**config.mk**
```make
export PLATFORM = sky130hd
export DESIGN_NAME = tt_um_serial_subtractor
export DESIGN_NICKNAME = d
export VERILOG_FILES = /design/src/rtl/tt_um_serial_subtractor.sv
export SDC_FILE = /design/constraint.sdc
export NUM_CORES = 1
export LEC_CHECK = 0
export ABC_CLOCK_PERIOD_IN_PS = 3600
export CAP_MARGIN = 20
export CELL_PAD_IN_SITES_DETAIL_PLACEMENT = 1
export CELL_PAD_IN_SITES_GLOBAL_PLACEMENT = 1
export CORE_MARGIN = 2
export CORE_UTILIZATION = 44
export DETAILED_ROUTE_END_ITERATION = 8
export GPL_ROUTABILITY_DRIVEN = 1
export PLACE_DENSITY_LB_ADDON = 0.1
export SYNTH_ARGS = -nofsm -noshare
export SYNTH_HDL_FRONTEND = slang
export SYNTH_SLANG_ARGS = --single-unit
```
**constraint.sdc**
```tcl
create_clock -name clk -period 3.6 [get_ports clk]
set_input_delay 0.72 -clock clk [delete_from_list [all_inputs] [get_ports clk]]
set_output_delay 0.72 -clock clk [all_outputs]
set_load 0.05 [all_outputs]
```
**src/rtl/tt_um_serial_subtractor.sv**
```systemverilog
// Bit-serial 8-bit unsigned subtractor, LSB first, single borrow flop.
// Operands load byte-wide from ui_in; the result and flags hold until the next completion.
module tt_um_serial_subtractor (
    input  logic       clk,
    input  logic       rst_n,
    input  logic       ena,
    input  logic [7:0] ui_in,
    input  logic [7:0] uio_in,
    output logic [7:0] uo_out,
    output logic [7:0] uio_out,
    output logic [7:0] uio_oe
);

    typedef enum logic [1:0] {
        IDLE  = 2'd0,
        SHIFT = 2'd1,
        DONE  = 2'd2
    } state_t;

    state_t     state;
    state_t     state_nx;
    logic [7:0] a_reg;
    logic [7:0] b_reg;
    logic [7:0] a_sh;
    logic [7:0] b_sh;
    logic [7:0] d_sh;
    logic       br;
    logic [2:0] cnt;
    logic       borrow;
    logic       zero;

    logic       load_a;
    logic       load_b;
    logic       start;
    logic       go;
    logic       last;
    logic       bit_a;
    logic       bit_b;
    logic       d;
    logic       br_nx;
    logic [7:0] d_nx;
    logic       busy;
    logic       done;
    logic       unused_pins;

    assign load_a      = uio_in[0];
    assign load_b      = uio_in[1];
    assign start       = uio_in[2];
    assign unused_pins = &{1'b0, ena, uio_in[7:3]};

    assign go    = start && (state != SHIFT);
    assign last  = (state == SHIFT) && (cnt == 3'd7);
    assign bit_a = a_sh[0];
    assign bit_b = b_sh[0];
    assign d     = bit_a ^ bit_b ^ br;
    assign br_nx = (~bit_a & bit_b) | (~(bit_a ^ bit_b) & br);
    assign d_nx  = {d, d_sh[7:1]};

    assign busy    = (state == SHIFT);
    assign done    = (state == DONE);
    assign uio_out = {zero, borrow, done, busy, 4'h0};
    assign uio_oe  = 8'hF0;

    always_ff @(posedge clk or negedge rst_n) begin
        if (!rst_n) begin
            state <= IDLE;
        end else begin
            state <= state_nx;
        end
    end

    always_comb begin
        state_nx = state;
        unique case (state)
            IDLE:    if (go) state_nx = SHIFT;
            SHIFT:   if (last) state_nx = DONE;
            DONE:    state_nx = go ? SHIFT : IDLE;
            default: state_nx = IDLE;
        endcase
    end

    // Operand registers are independent of the working copies, so loads
    // at any time only affect the next started operation.
    always_ff @(posedge clk or negedge rst_n) begin
        if (!rst_n) begin
            a_reg <= 8'h00;
            b_reg <= 8'h00;
        end else begin
            if (load_a) a_reg <= ui_in;
            if (load_b) b_reg <= ui_in;
        end
    end

    always_ff @(posedge clk or negedge rst_n) begin
        if (!rst_n) begin
            a_sh   <= 8'h00;
            b_sh   <= 8'h00;
            d_sh   <= 8'h00;
            br     <= 1'b0;
            cnt    <= 3'd0;
            uo_out <= 8'h00;
            borrow <= 1'b0;
            zero   <= 1'b0;
        end else if (go) begin
            a_sh <= a_reg;
            b_sh <= b_reg;
            br   <= 1'b0;
            cnt  <= 3'd0;
        end else if (state == SHIFT) begin
            a_sh <= {1'b0, a_sh[7:1]};
            b_sh <= {1'b0, b_sh[7:1]};
            d_sh <= d_nx;
            br   <= br_nx;
            cnt  <= cnt + 3'd1;
            if (last) begin
                uo_out <= d_nx;
                borrow <= br_nx;
                zero   <= (d_nx == 8'h00);
            end
        end
    end

endmodule

```
# Word level (Yosys, flattened, before mapping)

Index checks and enable logic that the tools add are counted.

Memories: 0
Input port bits: 19
Latch bits: 0
Memory bits (writable): 0
Register bits: 56
Memory bits (read-only): 0

Bitwise gates (word level): 8
Divide/modulo/power cells: 0
Multipliers: 0
$add $sub $neg: 1
Multiplexer cells: 12
Equal/unequal tests: 6
Shift-type cells: 0
Reduce and logical (&&, ||, !) cells: 8
Magnitude comparators: 0

Operators with widths:

| operator                                                              | count |
|---|---|
| 8-bit two-way mux                                                     | 4 |
| 8-bit zero test                                                       | 1 |
| 3-bit two-way mux                                                     | 2 |
| 2-bit one-hot mux with 3 select lines                                 | 1 |
| 2-bit two-way mux                                                     | 2 |
| 2-bit != test, second input constant                                  | 2 |
| 2-bit AND reduction                                                   | 2 |
| 3-bit by 1-bit adder with 3-bit output, second input constant         | 1 |
| 3-bit equality test, second input constant                            | 1 |
| 1-bit two-way mux                                                     | 3 |
| 1-bit NOT                                                             | 3 |
| 3-bit AND reduction                                                   | 1 |
| 1-bit AND                                                             | 2 |
| 2-bit by 1-bit equality test with 1-bit output, second input constant | 1 |
| 2-bit equality test, second input constant                            | 1 |
| 1-bit logical AND                                                     | 2 |
| 2-bit zero test                                                       | 1 |
| 2-bit by 1-bit != test with 1-bit output, second input constant       | 1 |
| 2-bit nonzero test                                                    | 1 |
| 1-bit bitwise XOR                                                     | 2 |
| 1-bit OR                                                              | 1 |

# Longest topological paths before layout

Depth in word-level cells: 6
Gate-level depth with buffers: 6
Depth with buffers taken out: 5

# Worst setup path after synthesis

OpenSTA, ideal clock, no wires.

Path type: flip-flop to output port
From: reg state[1]
To: out uio_out[4]
Required time: 2.880 ns
Arrival time: 1.033 ns
Stages on the path, launching flop included: 5
Path slack: 1.847 ns
Buffers on the path: 2
Cell sequence: dfrtp_1 nand2b_1 inv_1 buf_2 buf_4

Word-level cells in the longest chain between the ends: 1

Ends and longest elaborated chain:

| element                                        | line | source |
|---|---|---|
| start, declared                                | 20   | `state_t state;` |
| start signal, assigned                         | 68   | `state <= state_nx;` |
| 2-bit by 1-bit equality test with 1-bit output | 59   | `assign busy = (state == SHIFT);` |
| end, declared                                  | 10   | `output logic [7:0] uio_out,` |

No other way between the ends.

# Worst setup path after layout

Ends and elaborated chain as after synthesis.

==> results by group <==
Status
  – Result of the run: complete, no violations

Worst setup path
  – Crit path required time: roughly 2.9 ns
  – Worst R2R Setup Slack: about 1.7 ns
  – Critical path launch point type: flip-flop
  – Setup Crit Path Kind: flip-flop to primary output
  – CP Max Fanout: 13
  – Type of destination of the critical path: primary output
  – Data arrival time of the critical path: about 1.9 ns

Placement
  – Global placer's final weighted congestion: 0.6780
  – Placed wire-length estimate after detailed placement: just over 3000 µm
  – PortBufs: 24

Final layout
  – Final layout net count: 244
  – Leading cell type in the layout, fill and taps excluded: dfrtp_1
  – Fraction of layout cells with a size suffix above 1: between 10% and 20%
  – Area delta synth->final: 13.71%
  – Leading cell types in the layout, fill and taps excluded: dfrtp_1 (55), nand2_1 (42), clkdlybuf4s50_1 (23), o21ai_0 (20), mux2_2 (19)
  – Diode count: 0

STA
  – Number of endpoints with negative hold slack in the final report: 0
  – Highest Clock Rate: ~0.38 GHz
  – Fin Clk Skew: between 0.009 and 0.01 ns
  – Final hold slack: about 0.49 ns
  – Transition time of the tightest slew-check pin: between 0.8 and 0.9 ns
  – Relative slew margins: between 40 and 50%
  – Final count of pins violating max slew: 0
  – Final period utilization: 72.83%
  – Final setup TNS: 0 ns
  – Unrepaired setup endpoints after global routing: no
  – Final-report setup violation count: 0
  – Period minus WS final: 2.622 ns

Synthesis
  – Seq/Total Area, Yosys: a little under three fifths
  – Async S/R FF share, synth: 100.0%
  – Leading post-synthesis cells by cell area: dfrtp_1 (58%), mux2_2 (8.9%), mux2i_1 (6.7%), nand2_1 (6.6%), buf_4 (5.7%)
  – Mapped Cells: 203
  – Main flop type after synthesis: dfrtp_1
  – Share of the synthesized area in the top cell type: roughly 58%
  – Cell accounting for the most synthesized area: dfrtp_1
  – Count of flip-flops with a built-in enable after synthesis: 0
  – Post-synthesis register bit count: 55
  – Synthesis warning total: 0
  – Syn Std Cell Area: roughly 2400 µm²
  – Number of distinct library cells after synthesis: 22
  – Per-instance average area after synthesis: about 12 µm²

Global route
  – Antenna violations before repair: 0
  – Overall global routing resource usage: ~16%
  – Maximum number of pins on one net before global-route repair: 42
  – Vias in the first global route: approximately 1600
  – Wire length of the first global-routing pass: about 7500 µm
  – Overflow after GRT: 0

Run
  – Max-cap viol count: 0

Die
  – Number of rows in the core area: 26
  – Top Ports: 43
  – Initial core utilization: roughly 46%
  – Die width: between 70 and 80 µm
  – Die ar.: 6040 µm²
  – Chip Height: between 70 and 80 µm
  – Floorplan Core Area: 5172 µm²

Clocking
  – Source-to-sink clock delay at the later pin of the worst-skew pair: about 0.31 ns
  – Deepest clock path buffer count: 2
  – Number of sinks on the clock net: 55
  – Clock transition at the registers of the reported paths: approximately 0.10 ns
  – H-tree Lvls: 2
  – Number of hold buffers added after CTS: 0
  – CTS buffer count: 5
  – CTS tree: done
  – Number of gates resized after cts: 0
  – Count of buffers added by post-CTS timing repair for setup: 0
  – Root buffer cell: clkbuf_8

Power and ir drop
  – Standby leakage power: about 1.3 nW
  – P per Cell Area: about 800 nW/µm²
  – Largest vdd supply drop: roughly 320 µV

Drt
  – Final routed wire length divided by cell count: ~15 µm
  – Violation count after the first detailed-routing iteration: 53
  – Average via count per standard cell: 4.904
  – Initial DRT Pass Iterations: 2
  – Post-detailed-routing wire length: roughly 4300 µm
  – DR DRC count: 0
  – Number of nets with antenna violations after detailed routing: 0
  – Number of vias after detailed routing: ~1400

Worst hold path
  – Worst min-delay path category: flip-flop to flip-flop
-- cell families after synthesis --
kind of cell / count (synthesis) / share of synthesized area (%)
AO/OA/AOI/OAI: 21 / 4.448
adder cells (fa/ha/maj): 3 / 1.884
buffers and inverters: 31 / 8.320
flip-flops: 55 / 57.56
multiplexers: 40 / 18.79
other: 2 / 0.3141
AND/OR/NAND/NOR: 51 / 8.687
-- cells in the mapped netlist, types with 2 or more instances --
cell / count
nor2_1: 2
nand3_1: 2
nor4_1: 2
buf_2: 5
dfrtp_1: 55
mux2_2: 19
inv_1: 5
o21ai_0: 20
conb_1: 2
nand2_1: 42
buf_4: 18
mux2_4: 5
ha_1: 2
mux2i_1: 16
-- path summary, 6_finish.rpt --
path,from,cells after the start,end
setup / recovery,state[1],4,uio_out[4]
hold / removal,a_sh[7],2,a_sh[6]
setup reg to reg,cnt[0],4,uo_out[0]
min in group asynchronous,rst_n,1,zero
max in group asynchronous,rst_n,2,a_sh[0]
hold reg to reg,a_sh[7],2,a_sh[6]
-- per-stage QoR --
step	area, µm²	setup WS [ns]	std cells	util (%)	total power [W]
after floorplan	2429	1.847	213	-	0.001560
after global placement	2601	1.336	285	50.29	0.001744
after detailed placement	2601	1.293	285	50.29	0.001796
after CTS	2719	0.9489	293	52.56	0.002227
after global routing	2719	0.8955	293	52.56	0.002337
final	2719	0.9781	293	52.56	0.002190
-- final cells by class --
class                   instances  area, µm²
inverters                       5      18.77
clock inverters                 2      35.03
multi-input cells             127      853.3
clock buffers                   6      82.58
flip-flops and latches         55       1376
well taps                      70      87.58
fillers                       554       2454
repair buffers                 28      265.3
-- critical path: stages, from the launching register on --
cell and delay [ns]:
dfrtp_1 0.39, nand2b_1 0.14, buf_4 0.18, inv_1 0.09
clkdlybuf4s50_1 0.80
-- report_power, final --
group / leakage [nW] / internal (W) / switching [W]
logic: 0.554 / 0.000306 / 0.000515
registers: 0.685 / 0.000819 / 0.000131
clock network: 0.0612 / 0.000225 / 0.000194
-- layer usage --
layer	track usage (%)	vias up	share of wire [%]
met2	27.33	27	53
met1	19.25	722	42
met5	0	-	0
met3	3.605	7	3.4
met4	5.357	0	1.4
li1	-	681	-
Power figures use the tool's default switching activity.
